`src/rtl/fifo_driver.sv`:
```
// fifo_driver: self-test sequencer that streams a seed-based pattern into a
// FIFO, reads it back, and tallies correct and erroneous responses.
module fifo_driver #(
    parameter int FIFO_WIDTH = 16,
    parameter int TIMEOUT    = 64
) (
    input  logic                  clk,
    input  logic                  rst,
    input  logic                  start,
    input  logic [7:0]            num_words,
    input  logic [FIFO_WIDTH-1:0] seed,
    input  logic                  full,
    input  logic                  empty,
    input  logic                  wr_ack,
    input  logic                  overflow,
    input  logic                  underflow,
    input  logic [FIFO_WIDTH-1:0] data_out,
    output logic                  wr_en,
    output logic                  rd_en,
    output logic [FIFO_WIDTH-1:0] data_in,
    output logic                  busy,
    output logic                  done,
    output logic                  timeout,
    output logic [15:0]           correct_count,
    output logic [15:0]           error_count
);

    localparam int STALL_W = $clog2(TIMEOUT + 1);
    localparam logic [STALL_W-1:0] STALL_LAST = STALL_W'(TIMEOUT - 1);

    typedef enum logic [1:0] {
        IDLE,
        RUN,
        FLUSH,
        DONE
    } state_t;

    state_t                state;
    state_t                state_nxt;
    logic [7:0]            num_q;
    logic [FIFO_WIDTH-1:0] seed_q;
    logic [7:0]            wr_idx;
    logic [7:0]            rd_idx;
    logic [STALL_W-1:0]    stall_cnt;
    logic                  wr_pend;
    logic                  rd_pend;
    logic [FIFO_WIDTH-1:0] rd_exp;
    logic                  wr_last;
    logic                  rd_last;
    logic                  accept;
    logic [1:0]            ok_inc;
    logic [1:0]            bad_inc;

    function automatic logic [15:0] sat_add(input logic [15:0] a,
                                            input logic [1:0]  b);
        logic [16:0] s;
        s = {1'b0, a} + {15'b0, b};
        return s[16] ? 16'hFFFF : s[15:0];
    endfunction

    assign accept  = (state == IDLE) && start;
    assign data_in = seed_q + FIFO_WIDTH'(wr_idx);

    // State register
    always_ff @(posedge clk) begin
        if (rst) begin
            state <= IDLE;
        end else begin
            state <= state_nxt;
        end
    end

    // Next state, FIFO requests and status outputs
    always_comb begin
        state_nxt = state;
        wr_en     = 1'b0;
        rd_en     = 1'b0;
        busy      = 1'b0;
        done      = 1'b0;
        wr_last   = 1'b0;
        rd_last   = 1'b0;
        unique case (state)
            IDLE: begin
                if (start) begin
                    state_nxt = (num_words == 8'd0) ? DONE : RUN;
                end
            end
            RUN: begin
                busy    = 1'b1;
                wr_en   = !full && (wr_idx < num_q);
                rd_en   = !empty && (rd_idx < num_q);
                wr_last = (wr_idx == num_q) ||
                          (wr_en && (wr_idx + 8'd1 == num_q));
                rd_last = (rd_idx == num_q) ||
                          (rd_en && (rd_idx + 8'd1 == num_q));
                if (wr_last && rd_last) begin
                    state_nxt = FLUSH;
                end else if (!wr_en && !rd_en &&
                             stall_cnt == STALL_LAST) begin
                    state_nxt = DONE;
                end
            end
            FLUSH: begin
                busy      = 1'b1;
                state_nxt = DONE;
            end
            DONE: begin
                done      = 1'b1;
                state_nxt = IDLE;
            end
            default: state_nxt = IDLE;
        endcase
    end

    // Score the responses to last cycle's write and read
    always_comb begin
        ok_inc  = 2'd0;
        bad_inc = 2'd0;
        if (wr_pend) begin
            if (wr_ack && !overflow) begin
                ok_inc = ok_inc + 2'd1;
            end else begin
                bad_inc = bad_inc + 2'd1;
            end
        end
        if (rd_pend) begin
            if (!underflow && data_out == rd_exp) begin
                ok_inc = ok_inc + 2'd1;
            end else begin
                bad_inc = bad_inc + 2'd1;
            end
        end
    end

    // Run context, indices, stall watchdog and check counters
    always_ff @(posedge clk) begin
        if (rst) begin
            num_q         <= '0;
            seed_q        <= '0;
            wr_idx        <= '0;
            rd_idx        <= '0;
            stall_cnt     <= '0;
            wr_pend       <= 1'b0;
            rd_pend       <= 1'b0;
            rd_exp        <= '0;
            timeout       <= 1'b0;
            correct_count <= '0;
            error_count   <= '0;
        end else if (accept) begin
            num_q         <= num_words;
            seed_q        <= seed;
            wr_idx        <= '0;
            rd_idx        <= '0;
            stall_cnt     <= '0;
            wr_pend       <= 1'b0;
            rd_pend       <= 1'b0;
            timeout       <= 1'b0;
            correct_count <= '0;
            error_count   <= '0;
        end else begin
            if (wr_en) begin
                wr_idx <= wr_idx + 8'd1;
            end
            if (rd_en) begin
                rd_idx <= rd_idx + 8'd1;
            end
            if (state == RUN) begin
                if (wr_en || rd_en) begin
                    stall_cnt <= '0;
                end else begin
                    stall_cnt <= stall_cnt + 1'b1;
                end
                if (state_nxt == DONE) begin
                    timeout <= 1'b1;
                end
            end
            wr_pend       <= wr_en;
            rd_pend       <= rd_en;
            rd_exp        <= seed_q + FIFO_WIDTH'(rd_idx);
            correct_count <= sat_add(correct_count, ok_inc);
            error_count   <= sat_add(error_count, bad_inc);
        end
    end

endmodule

```
`config.mk`:
```
export PLATFORM = sky130hd
export DESIGN_NAME = fifo_driver
export DESIGN_NICKNAME = d
export VERILOG_FILES = /design/src/rtl/fifo_driver.sv
export SDC_FILE = /design/constraint.sdc
export NUM_CORES = 1
export LEC_CHECK = 0
export ABC_AREA = 1
export CAP_MARGIN = 20
export CORE_AREA = 2 2 98 194
export CTS_BUF_LIST = sky130_fd_sc_hd__clkbuf_8
export CTS_CLUSTER_DIAMETER = 150
export CTS_CLUSTER_SIZE = 24
export DETAILED_ROUTE_END_ITERATION = 10
export DIE_AREA = 0 0 100 196
export PLACE_DENSITY = 0.55
export SLEW_MARGIN = 20
export SYNTH_ARGS = -nofsm -noshare
export SYNTH_HDL_FRONTEND = slang
export SYNTH_SLANG_ARGS = --single-unit
```
`constraint.sdc`:
```
create_clock -name clk -period 4.77 [get_ports clk]
set_input_delay 1.431 -clock clk [delete_from_list [all_inputs] [get_ports clk]]
set_output_delay 1.431 -clock clk [all_outputs]
set_load 0.01 [all_outputs]
```
Word level (Yosys, flattened, before mapping)
Index checks and enable logic that the tools add are counted.

word-level totals
  logic and storage cells = 77
  register bits = 100
  bits of input ports = 48
  output and inout bits = 53

operators by class
  reduce and logical (&&, ||, !) cells = 24
  eq/ne operators = 10
  $add $sub $neg = 9
  $lt $le $gt $ge = 2
  multiplexer cells = 20

operators with widths
  cell                                            count
  adder 16 x 2 -> 17 bit                          2
  adder 16 x 8 -> 16 bit                          2
  == test 8 bit                                   4
  2-to-1 mux 16 bit                               2
  adder 8 x 1 -> 8 bit (second input constant)    2
  == test 16 bit                                  1
  less-than comparator 8 bit                      2
  2-to-1 mux 2 bit                                8
  logical AND 1 bit                               10
  logical NOT 8 bit                               1
  2-to-1 mux 1 bit                                8
  one-hot mux 2 bit (4 select lines)              1
  adder 7 x 1 -> 7 bit (second input constant)    1
  == test 7 x 6 -> 1 bit (second input constant)  1
  2-to-1 mux 7 bit                                1
  == test 2 bit (second input constant)           3
  logical NOT 1 bit                               6
  adder 2 x 1 -> 2 bit (second input constant)    2
  OR reduction 2 bit                              2
  logical OR 1 bit                                3
  == test 2 x 1 -> 1 bit (second input constant)  1
  logical NOT 2 bit                               1
  AND reduction 2 bit                             1

Longest topological paths before layout
  depth in word-level cells = 10
  mapped depth = 23
  mapped depth without buffers = 23

Least setup slack after synthesis
Ideal clock, no wire load.

  path type = input to register
  start point = input data_out[9]
  end point = register error_count[10]
  path buffers = 0
  path slack = 421 ps
  cell stages on the path = 19
  arrival = 4,292 ps
  required time = 4,713 ps
  setup time = 57 ps
  cell sequence = inv_1 > o22ai_1 > nand3b_1 > nor4_1 > nand3_1 > nand3_1 > inv_1 > or2_2 > inv_1 > ha_1 > inv_1 > fa_1 > nor3_1 > nand3_1 > nor3_1 > nand2_1 > nor2_1 > o21ai_0 > inv_1

on the way
  word-level cells in the longest chain between the ends = 6

ends and longest elaborated chain
  item                    RTL line  text
  start, declared         17        input logic [FIFO_WIDTH-1:0] data_out,
  == test 16 bit          127       if (!underflow && data_out == rd_exp) begin
  logical AND 1 bit       127
  2-to-1 mux 2 bit        127
  2-to-1 mux 2 bit        126       if (rd_pend) begin
  adder 16 x 2 -> 17 bit  57        s = {1'b0, a} + {15'b0, b};
  2-to-1 mux 16 bit       58        return s[16] ? 16'hFFFF : s[15:0];
  end signal, assigned    181       error_count <= sat_add(error_count, bad_inc);
  end, declared           25        output logic [15:0] error_count

No other way between the ends.
A chain may end at the register's enable or synchronous reset.

Worst setup path after layout
  start point = register wr_idx[0]
  end point = output data_in[10]

on the way
  word-level cells in the longest chain between the ends = 1

ends and longest elaborated chain
  item                    RTL line  text
  start, declared         42        logic [7:0] wr_idx;
  start signal, assigned  162       wr_idx <= wr_idx + 8'd1;
  adder 16 x 8 -> 16 bit  62        assign data_in = seed_q + FIFO_WIDTH'(wr_idx);
  end, declared           20        output logic [FIFO_WIDTH-1:0] data_in,

No other way between the ends.

==> metrics.yaml <==
intPower_mw: 1.80
fmax_mhz: 219
dieArea_sq_mm: 0.0196
drtIter0Drc: 218
min_period_ns: 4.57
cpLargestDelayFamily: "simple AND/OR/NAND/NOR gates"
diodes: 0
fp.coreArea_sq_mm: 0.0182
critPathMaxStageDelay_ns: 0.55
regToRegStartpoint: "rd_exp[9]$_SDFFE_PP0N_"
first_pass_iters: 4
critical_path_peak_fanout: 3
grt_usage_pct: 18.8
hpwl_um: 14600
synth_edf_count: 0
fill_cells: 1932
dp.cells: 1216
hold_buffers: 0
leakage_nw: 3.40
maxSlewViolCount: 0
status: "complete, no violations"
syn_area_sq_mm: 0.00623
gp_congestion: 0.873
cts_sinks: 100
port_buffers: 100
hold_ws_ns: 0.497
hold_violations: 0
crit_cells: 15
fin_nets: 1108
wl_per_cell_um: 14.8
cp_data_arrival_time_ns: 3.14
synthAdderAreaFrac_pct: 10.1
worstHoldPathType: "reg -> reg"
die_w_um: 100
drive_gt1_share_pct: 7.87
tightestPinTransition_ns: 0.971
crit_chain: "ha_1, inv_1, fa_1, nand3b_1, and2_1, nor2_1, nor2_1, o21bai_2, nand2_1, nand2_1, nand2_1, nand2_1, nand2_1, xnor2_1, clkdlybuf4s50_1"
critical_path_buf_inv_count: 2
r2r-end: "error_count[12]$_SDFF_PP0_"
synth_nets: 989
cp_common_cell: "nand2_1"
crit_path_end_kind: "output port"
clkSlewWorstSetupHoldPaths_ns: 0.10
finalSetupViolCount: 0
drc_errors: 0
gr-total-overflow: 0
cts_tree: "built"
initial_utilization_pct: 34.2
critPathCapture: "data_in[10]"
synth_top_family_by_area: "simple AND/OR/NAND/NOR gates"
worstSkewPairLatency_ns: 0.39
p_switching_mw: 1.36
hold_depth: 2
swShare_pct: 43.1
pin_count: 101
yosysWarnings: 0
grt_pass1_wl_um: 28600
grt_pass1_vias: 5842
fin_crit_sh_pct: 95.8
synth_compound_area_share_pct: 15.6
synthMuxAreaShare_pct: 0
yosysSeqAreaShare_pct: 32.1
vias: 6084
drt_wl_total_um: 18200
synth-xor-area-share_pct: 6.46
regToRegSetupSlack_ns: 1.38
ys.flop_type: "dfxtp_1"
htreeDepth: 3
async_reset_ff_share_pct: 0
clock_path_buffers: 2
antenna_found_initial: 0
cp-startpoint: "wr_idx[0]$_SDFFE_PP0P_"
cp-start-kind: "flop"
numCtsBuffers: 9
power_frac_seq_pct: 36.4
grt_start_max_net_pins: 50
max-vdd-ir-drop_uv: 219
avgSynthCellArea_sq_um: 6.98
routed_via_density: 4.93
relSlewSlack_pct: 34.7
p_per_area_mw_per_mm2: 400
clockRootBuffer: "clkbuf_8"
antenna_left: 0
syn2layout_area_growth_pct: 26.6
p_comb_share_pct: 44.9
critical_path_class: "reg -> out"
core.rowCount: 70
critPathRequiredTime_ns: 3.34
ys_seq_elements: 100
clkPwrFrac_pct: 18.8
critPathSlowestCell: "clkdlybuf4s50_1"
drv_cap: 0
fin_cells: 1233
reg2reg_depth: 18
ys_types: 48
synth_simple_gate_area_share_pct: 26.6
power_mw: 3.16
dieHeight_um: 196
syn_inst: 893
fin_skew_ns: 0.0168
-- metrics by stage --
| stage | cell area (sq um) | utilization [%] | worst slack [ns] | setup TNS [ns] |
|---|---|---|---|---|
| finish | 7890 | 43.3 | 0.202 | 0 |
| global route | 7890 | 43.3 | -0.00410 | -0.00410 |
| CTS | 7840 | 43.0 | 0.0225 | 0 |
| detailed placement | 7630 | 41.9 | -0.414 | -5.86 |
| global placement | 7630 | 41.9 | -0.300 | -4.17 |
| floorplan | 6230 | - | 0.421 | 0 |
-- synth_stat cells, drive strengths merged (3+ instances only) --
| cell | count | area, sq um |
|---|---|---|
| xnor2 | 11 | 96.3 |
| nor2 | 113 | 464 |
| nand3 | 63 | 330 |
| ha | 44 | 551 |
| o21bai | 3 | 26.3 |
| nand4 | 7 | 43.8 |
| inv | 126 | 473 |
| xor2 | 35 | 307 |
| nor3 | 18 | 118 |
| dfxtp | 100 | 2000 |
| nand3b | 3 | 22.5 |
| a31oi | 9 | 56.3 |
| nand2 | 156 | 598 |
| nor4 | 7 | 50.1 |
| buf | 4 | 20.0 |
| a21oi | 74 | 370 |
| o21ai | 72 | 364 |
| clkbuf | 17 | 65.1 |
| o211ai | 5 | 37.5 |
| fa | 4 | 80.1 |
-- how the worst min path moves through the flow --
stage | from | to
6_report | timeout$_SDFFE_PP0P_ | timeout$_SDFFE_PP0P_
5_1_grt | seed_q[15]$_SDFFE_PP0P_ | rd_exp[15]$_SDFFE_PP0N_
4_1_cts | timeout$_SDFFE_PP0P_ | timeout$_SDFFE_PP0P_
3_5_place_dp | timeout$_SDFFE_PP0P_ | timeout$_SDFFE_PP0P_
3_3_place_gp | timeout$_SDFFE_PP0P_ | timeout$_SDFFE_PP0P_
2_1_floorplan | rd_exp[0]$_SDFFE_PP0N_ | rd_exp[0]$_SDFFE_PP0N_
-- tightest hold or removal path: stages, from the launching register on --
cell and delay (ns):
dfxtp_1 0.35, nor2_1 0.05, nor2_1 0.07
-- sequential cells by signal (all words and copies together), names as in the netlist, 2 cells and up --
name / cells
correct_count: 16
stall_cnt: 7
wr_idx: 8
seed_q: 16
state: 2
rd_exp: 16
rd_idx: 8
error_count: 16
num_q: 8
-- kinds of logic after synthesis --
family | Yosys count
buf+inv | 149
fa+ha+maj | 48
compound gates | 178
xor+xnor | 46
simple gates | 372
flops | 100
-- power by group through the flow --
stage / Clock (mW) / Combinational (mW) / Sequential (mW)
after floorplan: 0 / 0.929 / 1.10
after global placement: 0 / 1.42 / 1.17
after detailed placement: 0 / 1.43 / 1.17
after CTS: 0.608 / 1.43 / 1.15
after global routing: 0.638 / 1.61 / 1.17
final: 0.592 / 1.42 / 1.15
-- layer usage --
metal,part of all wire [%],global-route usage [%]
met2,56,37.6
met3,2.6,2.17
met1,36,17.5
met5,0,0
met4,5.4,11.2
-- final cells by class --
class	count	area (sq um)	share of cell area (%)
multi-input cells	644	3710	47.1
clock buffers	9	124	1.57
well taps	216	270	3.42
flip-flops and latches	100	2000	25.4
clock inverters	7	82.6	1.05
inverters	128	480	6.09
repair buffers	129	1220	15.5
-- cells in the final DEF (no fill, tap or decap), types with 11 or more instances in the layout --
master           synthesis  layout
nor2_1                 103     102
inv_1                  126     126
xnor2_1                 11      11
clkdlybuf4s50_1          0      98
buf_4                    0      29
xor2_1                  35      35
ha_1                    44      44
nand3_1                 60      59
nor3_1                  15      13
nand2_1                151     150
a21oi_1                 74      74
o21ai_0                 64      64
dfxtp_1                100     100
-- repair_timing --
item	CTS	global route
pin swaps	0	2
buffers inserted	0	1
gates resized for setup	2	9
endpoints found under the setup margin	3	23
(Power assumes the default switching activity.)
